### src/rtl/ngv_pwm_pkg.sv
// ngv_pwm_pkg
// Shared definitions for the ngv_pwm_gen PWM/blinker block.
//   SEL_*     : wr_sel encodings for the per-channel shadow registers.
//   ch_w()    : width of the channel-select field (at least one bit).
package ngv_pwm_pkg;

  localparam logic [1:0] SEL_PER  = 2'd0;
  localparam logic [1:0] SEL_CMP  = 2'd1;
  localparam logic [1:0] SEL_DT   = 2'd2;
  localparam logic [1:0] SEL_NONE = 2'd3;

  function automatic int ch_w(input int ch);
    return (ch > 1) ? $clog2(ch) : 1;
  endfunction

endpackage

### src/rtl/ngv_pwm_chan.sv
// ngv_pwm_chan
// One PWM channel: shadow/active settings, period counter, dead-time
// counter and the registered phase that drives the complementary pair.
// Ports:
//   clk, rst      : core clock, asynchronous active-low reset
//   en            : run enable (low freezes counter/actives, blanks outputs)
//   wr_stb        : write strobe already decoded for this channel
//   wr_sel        : which shadow register to write
//   wr_data       : write data (dead-time uses the low DTW bits)
//   out_p, out_n  : complementary outputs, never high together
//   wrap          : one-cycle pulse in the last cycle of each period
module ngv_pwm_chan
  import ngv_pwm_pkg::*;
#(
  parameter int CW  = 32,
  parameter int DTW = 8
) (
  input  logic           clk,
  input  logic           rst,
  input  logic           en,
  input  logic           wr_stb,
  input  logic [1:0]     wr_sel,
  input  logic [CW-1:0]  wr_data,
  output logic           out_p,
  output logic           out_n,
  output logic           wrap
);

  logic [CW-1:0]  per_s_q, cmp_s_q, per_a_q, cmp_a_q;
  logic [DTW-1:0] dt_s_q, dt_a_q;
  logic [CW-1:0]  cnt_q, cnt_d;
  logic [DTW-1:0] dtc_q, dtc_d;
  logic           raw_q, raw_d;
  logic           running, at_end, load_act, gate;

  always_comb begin
    running  = (per_a_q != '0);
    at_end   = running && (cnt_q == per_a_q);
    // Idle channels present a low phase so the first real period starts
    // cleanly from cnt == 0 instead of inheriting a stale high phase.
    raw_d    = running && (cnt_q < cmp_a_q);
    // Actives reload at every period boundary, and continuously while idle
    // so a freshly written period starts without waiting for a wrap.
    load_act = en && (!running || at_end);

    cnt_d = cnt_q;
    if (en) begin
      if (load_act) cnt_d = '0;
      else          cnt_d = cnt_q + CW'(1);
    end

    // Disabled channels keep the dead-time armed so re-enable starts blanked.
    dtc_d = dtc_q;
    if (!en)                  dtc_d = dt_a_q;
    else if (raw_d != raw_q)  dtc_d = dt_a_q;
    else if (dtc_q != '0)     dtc_d = dtc_q - DTW'(1);
  end

  always_ff @(posedge clk or negedge rst) begin
    if (!rst) begin
      per_s_q <= '0;
      cmp_s_q <= '0;
      dt_s_q  <= '0;
      per_a_q <= '0;
      cmp_a_q <= '0;
      dt_a_q  <= '0;
      cnt_q   <= '0;
      dtc_q   <= '0;
      raw_q   <= 1'b0;
    end else begin
      // The active copy samples the pre-write shadow on a same-edge write.
      if (load_act) begin
        per_a_q <= per_s_q;
        cmp_a_q <= cmp_s_q;
        dt_a_q  <= dt_s_q;
      end
      if (wr_stb) begin
        case (wr_sel)
          SEL_PER: per_s_q <= wr_data;
          SEL_CMP: cmp_s_q <= wr_data;
          SEL_DT:  dt_s_q  <= wr_data[DTW-1:0];
          default: ;
        endcase
      end
      cnt_q <= cnt_d;
      dtc_q <= dtc_d;
      raw_q <= raw_d;
    end
  end

  assign gate  = en && running && (dtc_q == '0);
  assign out_p = gate &&  raw_q;
  assign out_n = gate && !raw_q;
  assign wrap  = en && at_end;

endmodule

### src/rtl/ngv_pwm_gen.sv
// ngv_pwm_gen
// Multi-channel complementary PWM / blinker generator. Decodes register
// writes to one of CH channels and fans out the global enable.
// Ports:
//   clk, rst      : core clock, asynchronous active-low reset
//   en            : global run enable
//   wr_en         : one-cycle write strobe
//   wr_ch         : target channel (values >= CH are ignored)
//   wr_sel        : 0 period, 1 compare, 2 dead-time, 3 ignored
//   wr_data       : write data
//   out_p, out_n  : per-channel complementary outputs
//   wrap          : per-channel period-boundary pulse
module ngv_pwm_gen
  import ngv_pwm_pkg::*;
#(
  parameter int CH  = 4,
  parameter int CW  = 32,
  parameter int DTW = 8
) (
  input  logic                  clk,
  input  logic                  rst,
  input  logic                  en,
  input  logic                  wr_en,
  input  logic [ch_w(CH)-1:0]   wr_ch,
  input  logic [1:0]            wr_sel,
  input  logic [CW-1:0]         wr_data,
  output logic [CH-1:0]         out_p,
  output logic [CH-1:0]         out_n,
  output logic [CH-1:0]         wrap
);

  localparam int CHW = ch_w(CH);

  generate
    for (genvar gi = 0; gi < CH; gi++) begin : g_ch
      logic wr_stb;
      // Out-of-range channel numbers never match any gi, so they drop out here.
      assign wr_stb = wr_en && (wr_ch == CHW'(gi)) && (wr_sel != SEL_NONE);

      ngv_pwm_chan #(
        .CW  (CW),
        .DTW (DTW)
      ) u_chan (
        .clk     (clk),
        .rst     (rst),
        .en      (en),
        .wr_stb  (wr_stb),
        .wr_sel  (wr_sel),
        .wr_data (wr_data),
        .out_p   (out_p[gi]),
        .out_n   (out_n[gi]),
        .wrap    (wrap[gi])
      );
    end
  endgenerate

endmodule
### config.mk
export PLATFORM = sky130hd
export DESIGN_NAME = ngv_pwm_gen
export DESIGN_NICKNAME = d
export VERILOG_FILES = /design/src/rtl/ngv_pwm_pkg.sv /design/src/rtl/ngv_pwm_chan.sv /design/src/rtl/ngv_pwm_gen.sv
export SDC_FILE = /design/constraint.sdc
export NUM_CORES = 2
export LEC_CHECK = 0
export BUFFER_PORTS_ARGS = -buffer_cell sky130_fd_sc_hd__buf_4
export CORE_MARGIN = 2
export CORE_UTILIZATION = 56
export CTS_CLUSTER_SIZE = 14
export DETAILED_ROUTE_END_ITERATION = 8
export PLACE_DENSITY_LB_ADDON = 0.15
export SYNTH_ARGS = -nofsm -noshare
export SYNTH_HDL_FRONTEND = slang
export SYNTH_SLANG_ARGS = --single-unit
export TNS_END_PERCENT = 50
### constraint.sdc
create_clock -name clk -period 3.5 [get_ports clk]
set_input_delay 0 -clock clk [delete_from_list [all_inputs] [get_ports clk]]
set_output_delay 0 -clock clk [all_outputs]
set_load 0.01 [all_outputs]
=== Word-level counts from Yosys, hierarchy flattened ===
Cells that the tools add are included.
W data, S select, Z words.

* Output and inout port bits: 12
* Bits in latches: 0
* Register bits: 740
* Word-level logic and storage cells: 160
* Memories kept: 0
* ROM bits: 0
* Bits of input ports: 40
* Memory bits (writable): 0

* Equal/unequal tests: 18
* Bitwise logic cells: 0
* Add/subtract/negate cells: 8
* Magnitude comparators: 4
* Multiply operators: 0
* Shifts and indexed selects: 0
* Reductions and logical operators: 78
* Div/mod/pow operators: 0
* Mux-type cells: 16

{| class="wikitable"
|+ Operators with widths
! kind !! count
|-
| $add A32 B1 Y32 const B || 4
|-
| $eq A32 B32 Y1 || 4
|-
| $lt A32 B32 Y1 || 4
|-
| $mux W32 || 4
|-
| $reduce_bool A32 Y1 || 4
|-
| $mux W8 || 12
|-
| $logic_and A1 B1 Y1 || 40
|-
| $logic_not A8 Y1 || 4
|-
| $reduce_bool A8 Y1 || 4
|-
| $sub A8 B1 Y8 const B || 4
|-
| $reduce_and A2 Y1 || 12
|-
| $ne A3 B1 Y1 const B || 4
|-
| $logic_not A1 Y1 || 8
|-
| $eq A2 B2 Y1 const B || 3
|-
| $eq A2 B1 Y1 const B || 2
|-
| $logic_not A2 Y1 || 2
|-
| $logic_or A1 B1 Y1 || 4
|-
| $ne A1 B1 Y1 || 4
|-
| $ne A2 B2 Y1 const B || 1
|}

=== Depth between registers and ports, before layout ===
* Word-level depth: 5
* Depth in mapped cells: 11
* Depth with buffers taken out: 9

=== Cells and area by module ===
From an unflattened synthesis, not the netlist that was laid out.

* Cells, all modules: 3207
* Area total of the unflattened synthesis: 34465.6 µm²

{| class="wikitable"
|+ Modules (own cells, without submodules)
! module !! area each (µm²) !! cells an instance !! times used
|-
| ngv_pwm_chan || 8607.0 || 800 || 4
|-
| ngv_pwm_gen || 37.5 || 7 || 1
|}

=== Worst setup path after synthesis ===
No wires, ideal clock.

* Path type: reg2reg
* Start point: register g_ch[0].u_chan.cnt_q[29]
* End point: register g_ch[0].u_chan.dtc_q[2]
* Arrival time: 2.622 ns
* Buffers on the path: 0
* Required time: 3.375 ns
* Stages on the path, launching flop included: 9
* Slack: 0.754 ns
* Library setup time: 0.125 ns
* Cell sequence: dfrtp_1 ha_1 a21o_1 a21oi_1 and2b_2 or4_4 or4_4 nand3_4 mux2_2

* Longest elaborated chain between the ends: 5
* Elaborated cells on any way between the ends: 6
* Those cells by class: order compare (1); eq/ne (2); mux (2); reduce/logical (1)

{| class="wikitable"
|+ RTL lines
! what !! RTL line !! text
|-
| start: declaration || ngv_pwm_chan.sv:31 || <nowiki>logic [CW-1:0] cnt_q, cnt_d;</nowiki>
|-
| start signal: assignment || ngv_pwm_chan.sv:85 || <nowiki>cnt_q <= cnt_d;</nowiki>
|-
| $lt A32 B32 Y1 * || ngv_pwm_chan.sv:41 || <nowiki>raw_d = running && (cnt_q < cmp_a_q);</nowiki>
|-
| $logic_and A1 B1 Y1 * || ngv_pwm_chan.sv:41 ||
|-
| $ne A1 B1 Y1 * || ngv_pwm_chan.sv:55 || <nowiki>else if (raw_d != raw_q) dtc_d = dt_a_q;</nowiki>
|-
| $mux W8 || ngv_pwm_chan.sv:55 ||
|-
| $mux W8 || ngv_pwm_chan.sv:54 || <nowiki>if (!en) dtc_d = dt_a_q;</nowiki>
|-
| end signal: assignment || ngv_pwm_chan.sv:86 || <nowiki>dtc_q <= dtc_d;</nowiki>
|-
| end: declaration || ngv_pwm_chan.sv:32 || <nowiki>logic [DTW-1:0] dtc_q, dtc_d;</nowiki>
|}

Every way passes the cells marked *; elsewhere a longest branch is shown, timed or not.
A chain may end at the register's enable or synchronous reset.

=== Worst setup path in the final report ===
* Start point: register g_ch[2].u_chan.cnt_q[9]
* End point: output wrap[2]

* Longest elaborated chain between the ends: 3

{| class="wikitable"
|+ RTL lines
! what !! RTL line !! text
|-
| start: declaration || ngv_pwm_chan.sv:31 ||
|-
| start signal: assignment || ngv_pwm_chan.sv:85 ||
|-
| $eq A32 B32 Y1 || ngv_pwm_chan.sv:38 || <nowiki>at_end = running && (cnt_q == per_a_q);</nowiki>
|-
| $logic_and A1 B1 Y1 || ngv_pwm_chan.sv:38 ||
|-
| $logic_and A1 B1 Y1 || ngv_pwm_chan.sv:94 || <nowiki>assign wrap = en && at_end;</nowiki>
|-
| end: declaration || ngv_pwm_gen.sv:29 || <nowiki>output logic [CH-1:0] wrap</nowiki>
|}

Every way passes these cells.

==> results.json <==
{
  "status": "finished clean",
  "cts_resized": 0,
  "dieArea_sq_um": 64310,
  "cp.arrival_ns": 3.07,
  "power_density_nw_per_um2": 685.7,
  "synth_top_area_share_pct": 53.08,
  "fin_tns_setup_ns": 0,
  "area_growth_pct": 12.47,
  "post_cts_buffers": 0,
  "finalNetCount": 3201,
  "finClkSkew_ns": 0.02623,
  "antenna_found_initial": 8,
  "path_class": "reg2out",
  "clk_latency_ns": 0.63,
  "cts-root-buf": "clkbuf_16",
  "ys_seq_area_share_pct": 53.08,
  "grt_pass1_wl_microns": 132600,
  "post-route-period-util_pct": 87.84,
  "detail-route-antenna-nets": 0,
  "max_cap_violations": 0,
  "hold_viol": 0,
  "vdd_drop_max_v": 0.0004645,
  "port_buffers": 51,
  "htree_levels": 3,
  "die_w_microns": 253.6,
  "grt_max_degree": 112,
  "power.leakage_nw": 18.84,
  "async_reset_ff_share_pct": 100.0,
  "path_max_fanout": 5,
  "grt_usage_pct": 26.95,
  "rows": 91,
  "cts_tree": "built",
  "start_util_pct": 56.64,
  "core_sq_um": 61600,
  "layout_min_cycle_time_ns": 3.074,
  "slew_headroom_pct": 23.36,
  "synthTopCellsByArea": "dfrtp_1 (53%), mux2_2 (17%), ha_1 (4.7%)",
  "wirelength_microns": 83400,
  "drtIter0Drc": 1381,
  "firstDrtPassIters": 5,
  "num_vias": 22520,
  "synth_seq_cells": 740,
  "layout_common_cells": "dfrtp_1 (740), mux2_2 (525), nand2_1 (257)",
  "cts.sinks": 740,
  "synth_edf_count": 0,
  "maxSlewViolCount": 0,
  "grt_pass1_vias": 23110,
  "vias_per_cell": 5.734,
  "cts-buffers-inserted": 78,
  "cp.required_ns": 3.50,
  "syn-num-nets": 3113,
  "io-pin-count": 52,
  "fillers": 4748,
  "drc": 0,
  "grt_overflow_total": 0,
  "die_h_microns": 253.6,
  "hp-class": "in2async",
  "ctsHoldBuffers": 34,
  "yosys.area.top_type": "dfrtp_1",
  "syn_avg_cell_area_sq_um": 11.86,
  "hold_slack_ns": 0.08111,
  "crit_path_end_kind": "primary output",
  "setup_viol": 0,
  "fmax_ghz": 0.3253,
  "drive_above_1_share_pct": 24.59,
  "worst_slew_pin_slew_ns": 1.147,
  "dp_hpwl_microns": 56070,
  "grt_setup_unrepaired": "false",
  "clk_pin_slew_ns": 0.06,
  "max-clock-path-buffers": 3,
  "synth_cells": 2941,
  "gp_congestion": 0.9153,
  "synth_warnings": 0,
  "wire_per_inst_microns": 21.24,
  "start_kind": "flop",
  "yosysUniqueCellTypes": 68,
  "synth_ff_type": "dfrtp_1",
  "final_common_cell": "dfrtp_1",
  "syn_area_sq_um": 34890
}
-- flip-flops by register name, summed over array words and instances, names as in the netlist --
register	cells
g_ch.u_chan.cnt_q	128
g_ch.u_chan.raw_q	4
g_ch.u_chan.cmp_a_q	128
g_ch.u_chan.dtc_q	32
g_ch.u_chan.dt_a_q	32
g_ch.u_chan.per_a_q	128
g_ch.u_chan.per_s_q	128
g_ch.u_chan.cmp_s_q	128
g_ch.u_chan.dt_s_q	32
-- final cells by class --
class	count	area [sq um]	area share, %
Inverter	156	585.6	1.492
Multi-Input combinational cell	1927	15350	39.11
Clock inverter	24	285.3	0.7270
Antenna cell	3	7.507	0.01913
Timing Repair Buffer	126	1201	3.061
Tap cell	837	1047	2.669
Clock buffer	114	2250	5.733
Sequential cell	740	18520	47.19
-- routing by layer --
metal	global-route usage [%]	routed length, microns	up-vias
met5	0	0	-
met4	7.574	2007	0
met3	3.278	3453	134
met2	43.42	39500	429
met1	38.71	38440	11620
li1	-	-	10340
-- cells in the mapped netlist (13+ instances only) --
cell type / count
and4_1: 22
xor2_1: 177
xnor2_1: 90
nand2_1: 258
ha_1: 132
and2_1: 76
nand2b_1: 16
buf_2: 22
buf_1: 21
and3_1: 23
nand4_1: 67
nand3_1: 57
buf_4: 13
mux2_2: 525
clkbuf_1: 61
a21oi_1: 52
nor4_1: 75
o21ai_0: 66
inv_1: 156
dfrtp_1: 740
nor2_1: 116
nor2b_1: 31
nor3_1: 34
-- cells by family (layout without fill, tap and decap cells) --
| group | after synthesis | in the layout | synth area share (%) |
|---|---|---|---|
| muxes | 533 | 533 | 17.17 |
| AOI/OAI and AO/OA | 173 | 173 | 2.991 |
| other | 0 | 3 | 0 |
| buffers and inverters | 274 | 420 | 3.188 |
| and+or+nand+nor | 822 | 822 | 12.13 |
| xor gates and xnor gates | 267 | 267 | 6.703 |
| adders and majority gates | 132 | 132 | 4.734 |
| DFF | 740 | 740 | 53.08 |
-- path summary, 6_finish.rpt --
kind                                     startpoint                   endpoint  slack (ns)  cells past startpoint
min reg2reg                g_ch[1].u_chan.dt_a_q[0]   g_ch[1].u_chan.dt_a_q[0]        0.46                      2
max reg2reg                g_ch[0].u_chan.cnt_q[29]    g_ch[0].u_chan.dtc_q[4]        0.45                      8
min                                             rst  g_ch[0].u_chan.per_a_q[2]        0.08                      2
min in group clk                           wr_ch[0]   g_ch[1].u_chan.dt_s_q[3]        0.12                      4
max in group asynchronous                       rst  g_ch[1].u_chan.per_a_q[9]        2.28                      3
max                         g_ch[2].u_chan.cnt_q[9]                    wrap[2]        0.43                      7
-- power breakdown --
group          internal [mW]  total [mW]  switching, mW  leakage, nW
registers               10.6        12.2           1.61         9.57
logic                   3.23        6.44           3.21         8.04
clock network           4.83        8.22           3.39         1.23
-- stage by stage --
stage,instances,cell area (sq um),util (%),worst slack [ns],total power [mW]
floorplan,2941,34890,-,0.7535,16.59
global placement,3752,36360,59.02,0.5681,18.41
detailed placement,3752,36360,59.02,0.5059,18.78
CTS,3924,39230,63.69,0.4123,27.11
global route,3924,39230,63.69,0.3106,28.42
finish,3927,39240,63.70,0.4256,26.91
-- worst max-delay path, cell delays in order (launching register included) --
cell	delay (ns)
dfrtp_1	0.45
xor2_1	0.21
or4_1	0.54
or4_1	0.54
nor4_1	0.24
nand2_1	0.10
nor2_1	0.19
buf_4	0.16
No activity file was read; power rests on OpenSTA's default activity.
